`src/rtl/bp_be_accel_issue_sched.sv`:
```
// ----------------------------------------------------------------------------
// bp_be_accel_issue_sched
//
// This is the issue scheduler for the weight-stationary systolic core in the
// accelerator pipe. It pairs the head op of the op queue with the head beat of
// the data queue and issues the pair to the core in the same cycle. It also:
//   - enforces the weight-load order (WTLD0, then WTLD1, then activations),
//   - limits activation issue to the free writeback-buffer credits,
//   - generates the uncached-store address for each result beat.
//
// Ports:
//   clk_i, reset_i        clock, synchronous active-high reset
//   op_i, op_v_i          head op (0=ACLD0 1=ACLD1 2=WTLD0 3=WTLD1), op queue valid
//   op_yumi_o             pop the op queue
//   data_v_i, data_yumi_o data queue valid, pop the data queue
//   core_op_o, core_v_o   op and issue strobe to the core (the core always accepts)
//   wb_yumi_i             the store pump accepted one result beat
//   base_addr_i, base_w_i destination base address and its CSR write strobe
//   wb_addr_o             store address for the current result beat
//   wt_valid_o            both weight halves are loaded
//   err_o                 sticky protocol error; cleared only by reset
//   busy_o                results are outstanding, or a valid pair is stalled
// ----------------------------------------------------------------------------
module bp_be_accel_issue_sched #(
    parameter int credits_p     = 2,
    parameter int paddr_width_p = 40,
    parameter int stride_p      = 16
) (
    input  logic                     clk_i,
    input  logic                     reset_i,
    input  logic [1:0]               op_i,
    input  logic                     op_v_i,
    output logic                     op_yumi_o,
    input  logic                     data_v_i,
    output logic                     data_yumi_o,
    output logic [1:0]               core_op_o,
    output logic                     core_v_o,
    input  logic                     wb_yumi_i,
    input  logic [paddr_width_p-1:0] base_addr_i,
    input  logic                     base_w_i,
    output logic [paddr_width_p-1:0] wb_addr_o,
    output logic                     wt_valid_o,
    output logic                     err_o,
    output logic                     busy_o
);

    localparam int cred_w_lp = $clog2(credits_p + 1);
    localparam logic [cred_w_lp-1:0]     credits_full_lp = cred_w_lp'(credits_p);
    localparam logic [paddr_width_p-1:0] stride_lp       = paddr_width_p'(stride_p);

    localparam logic [1:0] op_wtld0_lp = 2'd2;
    localparam logic [1:0] op_wtld1_lp = 2'd3;

    typedef enum logic [1:0] {
        E_EMPTY = 2'd0,
        E_HALF  = 2'd1,
        E_ARMED = 2'd2
    } wt_state_e;

    wt_state_e                  state_r;
    logic [cred_w_lp-1:0]       credits_r;
    logic [paddr_width_p-1:0]   base_r;
    logic [paddr_width_p-1:0]   offset_r;
    logic                       err_r;

    logic pv;
    logic is_wt;
    logic credits_full;
    logic issue_now;
    logic acld_err;
    logic acld_issue;
    logic wt1_err;
    logic wb_overflow;

    // Issue decision. It is combinational so that a pair can issue in the same
    // cycle it becomes valid. Reset forces the strobes low so that nothing is
    // popped or issued while the registers are being cleared.
    always_comb begin
        // NOTE: each signal gets a default first, so no path through this
        // block leaves a value unassigned and no latch is inferred.
        pv           = op_v_i & data_v_i & ~reset_i;
        is_wt        = op_i[1];
        credits_full = (credits_r == credits_full_lp);
        issue_now    = 1'b0;
        acld_err     = 1'b0;

        if (pv) begin
            if (is_wt) begin
                // Weights change only when the buffer is drained.
                issue_now = credits_full;
            end else if (state_r == E_ARMED) begin
                issue_now = (credits_r != '0);
            end else begin
                // An activation before the weights are armed is dropped.
                acld_err = 1'b1;
            end
        end

        acld_issue  = issue_now & ~is_wt;
        wt1_err     = issue_now & (op_i == op_wtld1_lp) & (state_r != E_HALF);
        wb_overflow = wb_yumi_i & credits_full;
    end

    assign core_v_o    = issue_now;
    assign core_op_o   = op_i;
    assign op_yumi_o   = issue_now | acld_err;
    assign data_yumi_o = issue_now | acld_err;
    assign wb_addr_o   = base_r + offset_r;
    assign wt_valid_o  = (state_r == E_ARMED);
    assign err_o       = err_r;
    assign busy_o      = ~reset_i & (~credits_full | (pv & ~issue_now));

    always_ff @(posedge clk_i) begin
        if (reset_i) begin
            // NOTE: sequential state uses non-blocking assignments, so every
            // register here samples the same pre-edge values.
            state_r   <= E_EMPTY;
            credits_r <= credits_full_lp;
            base_r    <= '0;
            offset_r  <= '0;
            err_r     <= 1'b0;
        end else begin
            // Weight-load ordering.
            if (issue_now && is_wt) begin
                if (op_i == op_wtld0_lp) begin
                    state_r <= E_HALF;
                end else if (state_r == E_HALF) begin
                    state_r <= E_ARMED;
                end else begin
                    state_r <= E_EMPTY;
                end
            end

            // Credit accounting. When an issue and a retire happen in the same
            // cycle they cancel, and a retire with no results in flight is ignored.
            unique case ({acld_issue, wb_yumi_i})
                2'b10:   credits_r <= credits_r - cred_w_lp'(1);
                2'b01:   if (!credits_full) credits_r <= credits_r + cred_w_lp'(1);
                default: credits_r <= credits_r;
            endcase

            // Store address. A new base takes priority over a beat advance.
            if (base_w_i) begin
                base_r   <= base_addr_i;
                offset_r <= '0;
            end else if (wb_yumi_i) begin
                offset_r <= offset_r + stride_lp;
            end

            if (acld_err || wt1_err || wb_overflow) begin
                err_r <= 1'b1;
            end
        end
    end

endmodule

```
`config.mk`:
```
export PLATFORM = sky130hd
export DESIGN_NAME = bp_be_accel_issue_sched
export DESIGN_NICKNAME = d
export VERILOG_FILES = /design/src/rtl/bp_be_accel_issue_sched.sv
export SDC_FILE = /design/constraint.sdc
export NUM_CORES = 1
export LEC_CHECK = 0
export CORE_MARGIN = 3
export CORE_UTILIZATION = 40
export DETAILED_ROUTE_END_ITERATION = 6
export SLEW_MARGIN = 20
export SYNTH_ARGS = -nofsm -noshare
export SYNTH_HDL_FRONTEND = slang
export SYNTH_SLANG_ARGS = --single-unit
```
`constraint.sdc`:
```
create_clock -name clk_i -period 7.29 [get_ports clk_i]
set_clock_uncertainty 0.05 [all_clocks]
set_input_delay 0.729 -clock clk_i [delete_from_list [all_inputs] [get_ports clk_i]]
set_output_delay 0.729 -clock clk_i [all_outputs]
set_load 0.005 [all_outputs]
```
==> results of run 1 <==
## where the power goes
group          switching, uW  total [uW]  internal, uW  leakage (uW)
Sequential              10.4         468           458      0.000661
Clock                    192         442           250      0.000138
Combinational           63.9         144          80.4       0.00192
## path summary, 6_finish.rpt
kind / endpoint / slack, ns
worst max-delay path: wb_addr_o[34] / 2.92
worst min-delay path: base_r[3] / 0.44
worst max register to register: offset_r[38] / 5.03
worst min register to register: base_r[3] / 0.44
## kinds of logic after synthesis
logic type / count (synthesis) / synth area share [%]
compound gates: 128 / 15.4
simple gates: 254 / 23.2
flops: 81 / 30.2
xor+xnor: 63 / 10.3
fa+ha+maj: 37 / 8.76
buf+inv: 48 / 3.98
mux: 44 / 8.22
## through the flow
| step | hold WS (ns) | instance area, sq um | power (uW) | utilization [%] | setup WS (ns) |
|---|---|---|---|---|---|
| finish | 0.445 | 6650 | 1050 | 51.7 | 2.92 |
| global route | 0.483 | 6650 | 1100 | 51.7 | 2.72 |
| CTS | 0.452 | 6650 | 1070 | 51.7 | 2.90 |
| detailed placement | 0.435 | 6360 | 623 | 49.4 | 3.29 |
| global placement | 0.426 | 6360 | 620 | 49.4 | 3.35 |
| floorplan | 0.412 | 5370 | 554 | - | 4.31 |
## registers in the layout, summed over array words and instances (netlist names)
name       cells
base_r        40
credits_r      2
state_r        2
err_o          1
offset_r      36
## cell type report
class                   instances  area (sq um)  area share (%)
clock inverters                 5          37.5           0.564
flip-flops and latches         81          1620            24.4
multi-input cells             526          3540            53.2
inverters                      11          41.3           0.621
clock buffers                  11           253            3.80
repair buffers                 96           948            14.3
well taps                     172           215            3.23
## layer usage
metal | vias up | global-route usage (%)
met5 | - | 0
met4 | 0 | 5.74
met3 | 14 | 4.13
met1 | 2244 | 25.3
met2 | 111 | 29.6
li1 | 2457 | -
## cell usage after synthesis, drive strengths merged, types with 19 or more instances
master  number
a21oi       44
clkbuf      19
dfxtp       81
ha          36
mux2i       43
nand2       43
nand3       19
nand4       20
nor2       109
o21ai       23
xnor2       33
xor2        30
## worst register-to-register path, stage by stage, from the launching register on
cell and delay [ns]:
dfxtp_1 0.43, ha_1 0.22, nand4_2 0.18, nor3_4 0.30
inv_2 0.05, nor4_2 0.49, nand4_1 0.19, xor2_1 0.17
nor2_1 0.05
==> results.md, run 1 <==
- Synth top area share: 30.2%
- ANT cells: 0
- First-pass GRT wire length: 22.2 mm
- Area growth syn-to-layout: 23.9%
- Synth top area cells: dfxtp_1 30%, ha_1 8.4%, mux2i_1 8.0%, nor2_1 7.6%, xnor2_1 5.4%
- Slowest stage cell, crit path: o211ai_1
- Ys async rst share: 0%
- Synth Instances: 655
- Pin count of the biggest net entering global routing: 49
- Fillers: ~1200
- Post-layout min period: about 4.4 ns
- Static leakage: 0.00272 uW
- Total Nets Final: 810
- Post-synth EDFFs: 0
- Hold-fix buffers, CTS: 0
- Cell Pwr Density: 158 nW/um^2
- DRT met1 WL: 6.51 mm
- Family with the most delay on the worst path: compound AO/OA/AOI/OAI gates
- Yosys top cell by area: dfxtp_1
- Element type at the critical path end: output port
- Drt wl/cell: 14.9 um
- Netlist cell types: 61
- Yosys warns: 0
- Via Count: around 4800
- Worst EP required: 6.51 ns
- Fmax: 229 MHz
- Die height: 122 um
- Post-CTS setup buffers: 0
- # IOs: 96
- Synth Cell Area: 5370 sq um
- CP Max Fanout: 5
- # H-tree levels: 3
- Critical path startpoint category: register
- Mapped Nets: 740
- Hold Path Class: register to register
- Share of layout cells above drive strength 1: 4.79%
- Worst vdd ir: 119 uV
- Root Buffer: clkbuf_16
- Via density: 5.35
- Critical setup path kind: register to output port
- Unrepaired setup endpoints after global routing: false
- Die area: 14900 sq um
- Worst Setup SP: offset_r[4]
- Clock latency on the worst-skew pair: 0.35 ns
- Clock-pin slew on the worst setup and hold paths: ~0.06 ns
- Register area share after synthesis: just over 30%
- Post-Place Cells: 886
- FF-to-FF Start: offset_r[5]
- 1st-iter DRT viols: around 340
- Synth Flop Type: dfxtp_1
- Final setup viols: 0
- Slew Limit Fails: 0
- Initial antenna violation count: 0
- CP arrival: 3.59 ns
- Worst Tran Pin Value: 0.894 ns
- Cts repair resizes: 0
- Worst r2r path cells: 8
- Buf+Inv Stages, Crit Path: 1
- Crit share post-route: 60.0%
- Post-route DRC: 0
- Max-cap violation count: 0
- Worst path max stage delay: between 0.5 and 0.6 ns
- Cts bufs inserted: 9
- CTS Sinks: 81
- FP Rows: slightly above 40
- Die width: between 100 and 150 um
- Commonest non-fill, non-tap cell in the layout: nor2_1
- Met3 routed WL: 629 um
- Synth Register Bits: 81
- Post-DRT Antenna Nets: 0
- Outcome: finished, final reports clean
- GPL Wtd Cong: ~0.86
- Core area: around 13000 sq um
- GRT overflow: 0
- Met2 WL: between 6 and 7 mm
- CTS Buffer Depth: 2
- Vias in the first global route: 4639
- Sequence of cells on the critical path: ha_1 > fa_1 > a21oi_1 > o22ai_1 > o21a_1 > o211ai_1 > nor4b_1 > o31ai_1 > xor2_1 > clkdlybuf4s50_1
- Finished Layout Cells: about 900
- DR top layer: met4
- CTS tree: yes
- Final Hold Viols: 0
- HP Start: base_r[3]
- Post-Route WL: 13.4 mm
- Post-detail-place hpwl: about 10 mm
- Most frequent cells in the layout: 109 x nor2_1, 93 x clkdlybuf4s50_1, 81 x dfxtp_1
- Hold path cells: 2
- Stages on worst setup path: 10
- Total Routing Usage GR: a little under a fifth
- Worst relative slew slack: 40.4%
- Syn Area/Cell: 8.20 sq um
- Setup TNS: 0 ns
- Initial Util: 41.7%
- DR pass1 iterations: 4
- IO Port Bufs: 95
No activity file was read; power rests on OpenSTA's default activity.
==> inputs of run 2 (changes only) <==
--- a/config.mk
+++ b/config.mk
@@ -8,6 +8,7 @@
 export CORE_MARGIN = 3
 export CORE_UTILIZATION = 40
 export DETAILED_ROUTE_END_ITERATION = 6
+export PLACE_DENSITY = 0.66
 export SLEW_MARGIN = 20
 export SYNTH_ARGS = -nofsm -noshare
 export SYNTH_HDL_FRONTEND = slang
==> constraint.sdc (replaced) <==
create_clock -name clk_i -period 3.81 [get_ports clk_i]
set_clock_uncertainty 0.05 [all_clocks]
set_input_delay 0.381 -clock clk_i [delete_from_list [all_inputs] [get_ports clk_i]]
set_output_delay 0.381 -clock clk_i [all_outputs]
set_load 0.005 [all_outputs]
==> run 2 against run 1 <==
Against the previous run:
- sequential share of layout area shrank 0.41 points
- final cell count grew 0.33%
- non-clock buffer count grew 3
- clock-buffer cell count shrank 2
- via count grew 0.64%
- combinational power grew 94%
- utilization grew 0.87 points
- global-route usage grew 0.29 points
- cell area grew 1.7%
- flip-flop and latch count is the same
- die area is the same
- critical path type unchanged
- largest power group is now clock
==> results.md, run 2 (synthesis gave the netlist of run 1 again) <==
- Outcome: finished, final reports clean
- Drt wl/cell: 15.3 um (+2.5%)
- Via density: 5.37 (+0.31%)
- Unrepaired setup endpoints after global routing: true
- Pin count of the biggest net entering global routing: 48 (-2.0%)
- ANT cells: 0 (unchanged)
- Fillers: 1218 (-2.5%)
- Core area: 12900 sq um (unchanged)
- Die width: 122 um (unchanged)
- # H-tree levels: 3 (unchanged)
- CTS tree: yes
- Root Buffer: clkbuf_16
- Fmax: 274 MHz
- Top reg by flops: base_r
- DR pass1 iterations: 4 (unchanged)
- Total Nets Final: 813 (+0.37%)
- Post-Route WL: 13.8 mm (+2.8%)
- Post-DRT Antenna Nets: 0 (unchanged)
- GPL Wtd Cong: 0.899 (+4.8%)
- FP Rows: 41 (unchanged)
- Final Hold Viols: 0 (unchanged)
- Final setup viols: 0 (unchanged)
- Area growth syn-to-layout: 25.9%
- 1st-iter DRT viols: 432 (+26%)
- Most frequent cells in the layout: 109 x nor2_1, 92 x clkdlybuf4s50_1, 81 x dfxtp_1
- Setup TNS: 0 ns (unchanged)
- Worst relative slew slack: 53.7% (+13 points)
- Clock latency on the worst-skew pair: 0.35 ns (about the same)
- Max-cap violation count: 0 (unchanged)
- Worst Tran Pin Value: 0.694 ns (-0.200 ns)
- GRT overflow: 0 (unchanged)
- CP Max Fanout: 5 (unchanged)
- First-pass GRT wire length: 22.7 mm (+2.0%)
- Critical path startpoint category: register
- Element type at the critical path end: output port
- Regs by FF count: base_r x40, offset_r x36
- Clock-pin slew on the worst setup and hold paths: 0.06 ns (about the same)
- Static leakage: 0.00279 uW (+2.2%)
- Crit share post-route: 95.8%
- Worst vdd ir: 359 uV (+200%)
- CTS Sinks: 81 (unchanged)
- CTS Buffer Depth: 2 (unchanged)
- Hold-fix buffers, CTS: 0 (unchanged)
- Vias in the first global route: 4651 (+0.26%)
- Total Routing Usage GR: 18.9% (+0.29 points)
- # IOs: 96 (unchanged)
- Post-layout min period: roughly 3.6 ns
- Post-detail-place hpwl: 10.5 mm (+1.6%)
- Cell Pwr Density: 326 nW/um^2 (+110%)
- Overall power: 2210 uW (+110%)
- Max FFs per register: 40 (unchanged)
- Commonest non-fill, non-tap cell in the layout: nor2_1
- Slew Limit Fails: 0 (unchanged)
- Die area: 14900 sq um (unchanged)
- Share of layout cells above drive strength 1: 6.00% (+1.2 points)
- Initial Util: 41.7% (unchanged)
- Hold Path Class: register to register
- IO Port Bufs: 95 (unchanged)
- R2R setup slack: 1.50 ns (-3.53 ns)
- Post-route DRC: 0 (unchanged)
- Initial antenna violation count: 0 (unchanged)
- Critical setup path kind: register to output port
- Via Count: 4857 (+0.64%)
- Die height: 122 um (unchanged)
- CP arrival: 3.22 ns (-0.37 ns)
- Worst EP required: 3.38 ns (-3.13 ns)
- Cts bufs inserted: 9 (unchanged)
==> run 2: cell count changes in the layout (fill, tap and decap cells not counted), moves of 2 or more <==
cell and delta:
buf_4 +3, bufinv_16 +3, clkbuf_8 -2, ha_1 -2, ha_2 +2
==> run 2: worst max-delay path, stage by stage (launching register included) <==
cell and delay, ns:
dfxtp_1 0.36, ha_1 0.23, fa_1 0.42, a21oi_2 0.19, o22ai_2 0.14, o21a_1 0.20
o211ai_1 0.18, buf_4 0.17, nor4b_2 0.19, o31ai_1 0.12, xor2_1 0.16, clkdlybuf4s50_1 0.52
==> run 2: metal layers <==
layer	up-vias	GRT usage, %	routed length (um)
li1	2452	-	-
met3	18	4.36	726
met1	2265	24.6	6430
met5	-	0	0
met4	0	6.37	287
met2	122	31.0	6380
==> run 2: final cells by class <==
cell class | instances | area [sq um] | area share [%]
Inverter | 11 | 41.3 | 0.610
Timing Repair Buffer | 99 | 973 | 14.4
Sequential cell | 81 | 1620 | 24.0
Clock inverter | 7 | 126 | 1.87
Tap cell | 172 | 215 | 3.18
Clock buffer | 9 | 225 | 3.33
Multi-Input combinational cell | 526 | 3560 | 52.7
==> run 2: through the flow <==
step	util [%]	instances	hold slack (ns)	worst slack [ns]	cell area [sq um]
after floorplan	-	655	0.412	1.17	5370
after global placement	49.5	888	0.424	0.456	6380
after detailed placement	49.5	888	0.440	0.412	6380
after CTS	52.3	904	0.456	0.0265	6730
after global routing	52.5	905	0.467	-0.0913	6770
final	52.5	905	0.449	0.160	6770
==> run 2: path summary, 6_finish.rpt <==
path | startpoint | to | cells after the start
worst max-delay path | offset_r[4] | wb_addr_o[34] | 11
worst min-delay path | base_r[2] | base_r[2] | 2
worst max register to register | offset_r[5] | offset_r[36] | 8
worst min register to register | base_r[2] | base_r[2] | 2
==> run 2: power by group <==
part	internal (uW)	switching [uW]	total (uW)	leakage [uW]
sequential	875	20.6	896	0.000661
clock	649	385	1030	0.000168
combinational	155	124	279	0.00196
total	1680	530	2210	0.00279
==> run 2: repair_timing <==
item | 4_1_cts | 5_1_grt
setup buffers | 0 | 1
resized for setup | 0 | 7
endpoints found under the setup margin | 0 | 10
hold endpoints to repair | 0 | 0
==> inputs of run 3 (changes only) <==
--- a/config.mk
+++ b/config.mk
@@ -8,6 +8,7 @@
 export CORE_MARGIN = 3
 export CORE_UTILIZATION = 40
 export DETAILED_ROUTE_END_ITERATION = 6
+export HOLD_SLACK_MARGIN = 0.08
 export PLACE_DENSITY = 0.66
 export SLEW_MARGIN = 20
 export SYNTH_ARGS = -nofsm -noshare
==> results of run 3 <==
No change in the layout: final DEF, timing and power equal those of run 2.
